`src/rtl/fifo_uart_tx_if.sv`:
```
// FIFO read port plus serial-line outputs of the UART transmit drain stage.
interface fifo_uart_tx_if #(
    parameter int DATA_WIDTH = 8
);
    logic                  tx_enable;
    logic                  fifo_empty;
    logic [DATA_WIDTH-1:0] fifo_d_out;
    logic                  fifo_rd_en;
    logic                  tx;
    logic                  busy;
    logic                  frame_done;

    modport master (
        input  tx_enable,
        input  fifo_empty,
        input  fifo_d_out,
        output fifo_rd_en,
        output tx,
        output busy,
        output frame_done
    );

    modport slave (
        output tx_enable,
        output fifo_empty,
        output fifo_d_out,
        input  fifo_rd_en,
        input  tx,
        input  busy,
        input  frame_done
    );
endinterface

```
`src/rtl/fifo_uart_tx.sv`:
```
// Pops bytes from the synchronous FIFO and serialises them as UART frames.
// Outputs are decoded purely from registered state.
module fifo_uart_tx #(
    parameter int DATA_WIDTH   = 8,
    parameter int CLKS_PER_BIT = 16,
    parameter int STOP_BITS    = 1,
    parameter int PARITY_EN    = 0,
    parameter int PARITY_ODD   = 0
) (
    input logic              clk,
    input logic              rst_n,
    fifo_uart_tx_if.master   bus
);
    localparam int CW = (CLKS_PER_BIT > 1) ? $clog2(CLKS_PER_BIT) : 1;
    localparam int BW = $clog2(DATA_WIDTH + 1);
    localparam logic [CW-1:0] BAUD_LAST = CW'(CLKS_PER_BIT - 1);
    localparam logic [BW-1:0] DATA_LAST = BW'(DATA_WIDTH - 1);
    localparam logic [BW-1:0] STOP_LAST = BW'(STOP_BITS - 1);
    localparam logic          PAR_INV   = (PARITY_ODD != 0);

    typedef enum logic [2:0] {
        IDLE, FETCH, LOAD, START, DATA, PARITY, STOP
    } state_t;

    state_t                state;
    state_t                state_d;
    logic [DATA_WIDTH-1:0] shift_q;
    logic [BW-1:0]         bit_q;
    logic [CW-1:0]         baud_q;
    logic                  par_q;
    logic                  baud_tc;
    logic                  last_bit;
    logic                  last_stop;

    assign baud_tc   = (baud_q == BAUD_LAST);
    assign last_bit  = (bit_q == DATA_LAST);
    assign last_stop = (bit_q == STOP_LAST);

    always_ff @(posedge clk or negedge rst_n) begin
        if (!rst_n) state <= IDLE;
        else        state <= state_d;
    end

    always_comb begin
        state_d = state;
        unique case (state)
            IDLE:    if (bus.tx_enable && !bus.fifo_empty) state_d = FETCH;
            FETCH:   state_d = LOAD;
            LOAD:    state_d = START;
            START:   if (baud_tc) state_d = DATA;
            DATA:    if (baud_tc && last_bit)
                         state_d = (PARITY_EN != 0) ? PARITY : STOP;
            PARITY:  if (baud_tc) state_d = STOP;
            STOP:    if (baud_tc && last_stop) state_d = IDLE;
            default: state_d = IDLE;
        endcase
    end

    // bit_q counts data bits in DATA and stop bits in STOP
    always_ff @(posedge clk or negedge rst_n) begin
        if (!rst_n) begin
            shift_q <= '0;
            bit_q   <= '0;
            baud_q  <= '0;
            par_q   <= 1'b0;
        end else begin
            unique case (state)
                LOAD: begin
                    shift_q <= bus.fifo_d_out;
                    par_q   <= (^bus.fifo_d_out) ^ PAR_INV;
                    baud_q  <= '0;
                    bit_q   <= '0;
                end
                START, DATA, PARITY, STOP: begin
                    baud_q <= baud_tc ? '0 : baud_q + 1'b1;
                    if (baud_tc && state == DATA) begin
                        shift_q <= shift_q >> 1;
                        bit_q   <= last_bit ? '0 : bit_q + 1'b1;
                    end
                    if (baud_tc && state == STOP) bit_q <= bit_q + 1'b1;
                end
                default: begin
                    baud_q <= '0;
                    bit_q  <= '0;
                end
            endcase
        end
    end

    assign bus.fifo_rd_en = (state == FETCH);
    assign bus.busy       = (state != IDLE);
    assign bus.frame_done = (state == STOP) && baud_tc && last_stop;
    assign bus.tx = (state == START)  ? 1'b0 :
                    (state == DATA)   ? shift_q[0] :
                    (state == PARITY) ? par_q : 1'b1;
endmodule

```
`src/flat_wrapper.sv`:
```
// flat-port wrapper written by rule: the top's interface ports become plain ports
module fifo_uart_tx_flat 
#(
    parameter int DATA_WIDTH   = 8,
    parameter int CLKS_PER_BIT = 16,
    parameter int STOP_BITS    = 1,
    parameter int PARITY_EN    = 0,
    parameter int PARITY_ODD   = 0
)
  (clk, rst_n, bus_tx_enable, bus_fifo_empty, bus_fifo_d_out, bus_fifo_rd_en, bus_tx, bus_busy, bus_frame_done);
  fifo_uart_tx_if #(.DATA_WIDTH(DATA_WIDTH)) bus_i ();
  input logic clk;
  input logic rst_n;
  input wire logic [$bits(bus_i.tx_enable)-1:0] bus_tx_enable;
  input wire logic [$bits(bus_i.fifo_empty)-1:0] bus_fifo_empty;
  input wire logic [$bits(bus_i.fifo_d_out)-1:0] bus_fifo_d_out;
  output wire logic [$bits(bus_i.fifo_rd_en)-1:0] bus_fifo_rd_en;
  output wire logic [$bits(bus_i.tx)-1:0] bus_tx;
  output wire logic [$bits(bus_i.busy)-1:0] bus_busy;
  output wire logic [$bits(bus_i.frame_done)-1:0] bus_frame_done;
  assign bus_i.tx_enable = bus_tx_enable;
  assign bus_i.fifo_empty = bus_fifo_empty;
  assign bus_i.fifo_d_out = bus_fifo_d_out;
  assign bus_fifo_rd_en = bus_i.fifo_rd_en;
  assign bus_tx = bus_i.tx;
  assign bus_busy = bus_i.busy;
  assign bus_frame_done = bus_i.frame_done;
  fifo_uart_tx #(.DATA_WIDTH(DATA_WIDTH), .CLKS_PER_BIT(CLKS_PER_BIT), .STOP_BITS(STOP_BITS), .PARITY_EN(PARITY_EN), .PARITY_ODD(PARITY_ODD)) u_core (.clk(clk), .rst_n(rst_n), .bus(bus_i));
endmodule
```
`config.mk`:
```
export PLATFORM = sky130hd
export DESIGN_NAME = fifo_uart_tx_flat
export DESIGN_NICKNAME = d
export VERILOG_FILES = /design/src/rtl/fifo_uart_tx_if.sv /design/src/rtl/fifo_uart_tx.sv /design/src/flat_wrapper.sv
export SDC_FILE = /design/constraint.sdc
export NUM_CORES = 1
export LEC_CHECK = 0
export CORE_MARGIN = 3
export CORE_UTILIZATION = 35
export DETAILED_ROUTE_END_ITERATION = 7
export DONT_BUFFER_PORTS = 1
export PLACE_DENSITY = 0.54
export SLEW_MARGIN = 40
export SYNTH_ARGS = -nofsm -noshare
export SYNTH_HDL_FRONTEND = slang
export SYNTH_SLANG_ARGS = --single-unit
```
`constraint.sdc`:
```
create_clock -name clk -period 2.2 [get_ports clk]
set_clock_uncertainty 0.2 [all_clocks]
set_input_delay 0.44 -clock clk [delete_from_list [all_inputs] [get_ports clk]]
set_output_delay 0.44 -clock clk [all_outputs]
set_load 0.005 [all_outputs]
```
==> summary.md <==
| Metric | Value |
|---|---|
| Setup_tns | `0 ps` |
| Worst setup SP type | `flip-flop` |
| Worst-path clk slew | `120 ps` |
| Clock Sinks | `20` |
| Synth warn | `0` |
| Port buffer count | `0` |
| Critical-path cell list | `ha_1 > nand4_1 > nor3_2` |
| Peak Freq | `479 MHz` |
| Grt met2 use | `0.177` |
| Final Slew Violations | `0` |
| Critical path class | `flip-flop to primary output` |
| CTS Buffer Depth | `2` |
| Period utilization | `0.948` |
| Data required time of the worst path | `1560 ps` |
| Worst Path Arrival | `1450 ps` |
| Max Cap Viol | `0` |
| Final hold viol count | `0` |
| RSZ-0062 raised after global routing | `no` |
| Total Wirelength | `2270 um` |
| Tot Pwr | `630 uW` |
| GRT overflow | `0` |
| Power Density | `481 nW/um2` |
| Final setup fails | `0` |
| Final min period | `2090 ps` |
| Clock latency on the worst-skew pair | `310 ps` |
| Initial drt markers | `41` |
| Mapped Avg Cell Area | `10.7 um2` |
| CTS Root Cell | `clkbuf_4` |
| Antenna violations before repair | `0` |
| Slew @ Worst Pin | `471 ps` |
| Met1 GRT Util | `0.166` |
| Worst-path cell with the longest stage delay | `dfrtp_1` |
| Register bit total from synthesis | `20` |
| First-pass DRT Iterations | `4` |
| Crit-path max FO | `5` |
| Site Rows | `20` |
| Slowest stage delay, CP | `410 ps` |
| Mapped cell area | `1220 um2` |
| Vias in the first global route | `824` |
| Share of layout cells above drive strength 1 | `0.227` |
| Routability Congestion | `0.770` |
| CTS tree | `done` |
| Syn_nets | `130` |
| Routed Antenna Nets | `0` |
| CTS Buf Count | `3` |
| Worst setup EP type | `primary output` |
| First-pass GRT wire length | `3900 um` |
| Final net count | `136` |
| IO Pins | `16` |
| # DRC | `0` |
| ANT cells | `0` |
| H-Tree Depth | `1` |
| Total GRT Usage | `0.118` |
| Initial Utilization | `0.382` |
| Full die area | `4250 um2` |
| Die Wd | `65.2 um` |
| Grt met3 use | `0.0239` |
| Grt peak-use layer | `met2` |
| Vias per cell | `5.01` |
| Via count | `817` |
| Layout area overhead | `6.84%` |
| Run status | `finished clean` |
| Register area share after synthesis | `0.409` |
| Hpwl dp | `1670 um` |
| Mapped Cells | `115` |
| Routed length per placed instance | `13.9 um` |
| Synth cell types | `37` |
| Core Region | `3200 um2` |
| Slew margin rel. | `0.686` |
| Bufs and invs on worst path | `0` |
| Hold Crit Class | `input port to flip-flop` |
| Delay-heaviest family, CP | `simple AND/OR/NAND/NOR gates` |
| Pleak | `0.606 nW` |
| Largest net degree at the start of global routing | `21` |
| Peak VDD IR | `0.000196 V` |
| Die Y | `65.2 um` |
## worst register-to-register path: stages (launching register included)
cell	delay, ps
dfrtp_1	410
ha_1	260
and3_1	250
nand2_2	80
a21oi_4	360
mux2_4	340
## stage by stage
stage | std cells | cell area, um2 | setup WS (ps) | hold WS [ps] | util
2_1_floorplan | 115 | 1220 | 336 | -55.6 | -
3_3_place_gp | 157 | 1260 | 296 | -54.8 | 0.393
3_5_place_dp | 157 | 1260 | 217 | -54.8 | 0.393
4_1_cts | 161 | 1290 | 31.3 | 70.3 | 0.404
5_1_grt | 163 | 1310 | 6.93 | 81.9 | 0.409
6_report | 163 | 1310 | 114 | 73.3 | 0.409
## per-layer routing
| metal | vias up | share of wire | wire (um) |
|---|---|---|---|
| met1 | 388 | 0.49 | 1110 |
| met4 | 0 | 0.014 | 31 |
| met3 | 4 | 0.046 | 105 |
| met2 | 17 | 0.45 | 1020 |
| li1 | 408 | - | - |
| met5 | - | 0 | 0 |
## kinds of logic after synthesis
logic type,share of synthesized area
xor gates and xnor gates,0.0776
muxes,0.164
and+or+nand+nor,0.151
DFF,0.409
adders and majority gates,0.0306
AOI/OAI and AO/OA,0.115
buffers and inverters,0.0521
## Yosys cell counts
cell type	instances	area, um2
nand2_1	6	22.5
nor2b_1	1	6.26
mux2_2	4	45.0
nand2_4	1	11.3
o32ai_1	1	8.76
a21oi_4	1	16.3
nor2_1	8	30.0
clkbuf_1	1	3.75
a22o_1	1	8.76
nand3_1	4	20.0
a31oi_1	1	6.26
nand2_2	1	6.26
nand2b_1	1	6.26
nand4b_1	1	8.76
o31ai_1	1	7.51
or3_1	1	6.26
nor3b_1	2	15.0
a21boi_0	1	7.51
buf_4	1	7.51
inv_1	5	18.8
ha_1	3	37.5
o21ai_0	6	30.0
nand4_1	1	6.26
and3_1	1	6.26
a21oi_1	8	40.0
mux2_1	1	11.3
and2b_1	1	7.51
a21o_1	1	7.51
xor2_2	1	16.3
or2b_1	1	7.51
mux2i_1	1	10.0
nor3_1	5	25.0
xnor2_1	9	78.8
buf_6	3	33.8
mux2_4	9	135
dfrtp_1	20	500
a211o_1	1	8.76
## final timing paths
kind                                    from           endpoint  slack, ps  depth (start not counted)
min                        bus_fifo_d_out[7]  u_core.shift_q[7]         70                          2
max reg2reg                 u_core.baud_q[0]  u_core.shift_q[2]        190                          5
max                         u_core.baud_q[0]     bus_frame_done        110                          3
min reg2reg                 u_core.baud_q[0]   u_core.baud_q[0]        320                          1
max in group asynchronous              rst_n    u_core.state[1]       1050                          2
min in group asynchronous              rst_n   u_core.baud_q[2]        400                          2
## report_power, final
group / total (mW) / internal [mW] / leakage, nW / switching [mW]
registers: 0.389 / 0.381 / 0.231 / 0.00741
logic: 0.0617 / 0.0352 / 0.361 / 0.0265
clock network: 0.179 / 0.0639 / 0.0138 / 0.115
## sequential cells by signal, summed over array words and instances (netlist names)
| name | flops |
|---|---|
| u_core.bit_q | 4 |
| u_core.shift_q | 8 |
| u_core.state | 3 |
| u_core.par_q | 1 |
| u_core.baud_q | 4 |
## layout by cell type (no fill, tap or decap), types with 2 or more instances in the layout
cell / instances
ha_1: 3
nor3b_1: 2
nor3_1: 4
o21ai_0: 6
inv_1: 5
a21oi_1: 8
mux2_2: 4
nor2_1: 8
dfrtp_1: 19
buf_4: 4
xnor2_1: 9
nand2_1: 6
nand3_1: 4
mux2_4: 9
clkbuf_4: 3
## area by class of cell
| type | instances | area, um2 |
|---|---|---|
| Clock buffer | 3 | 22.5 |
| Tap cell | 44 | 55.1 |
| Fill cell | 339 | 1890 |
| Timing Repair Buffer | 6 | 45.0 |
| Inverter | 5 | 18.8 |
| Sequential cell | 20 | 502 |
| Multi-Input combinational cell | 85 | 666 |
## what timing repair did
item / in CTS / in global routing
hold buffers: 1 / 1
setup buffers: 0 / 1
gates resized for setup: 1 / 1
pin swaps: 0 / 1
endpoints found under the setup margin: 1 / 2
endpoints found under the hold margin: 20 / 20
Power figures use the tool's default switching activity.
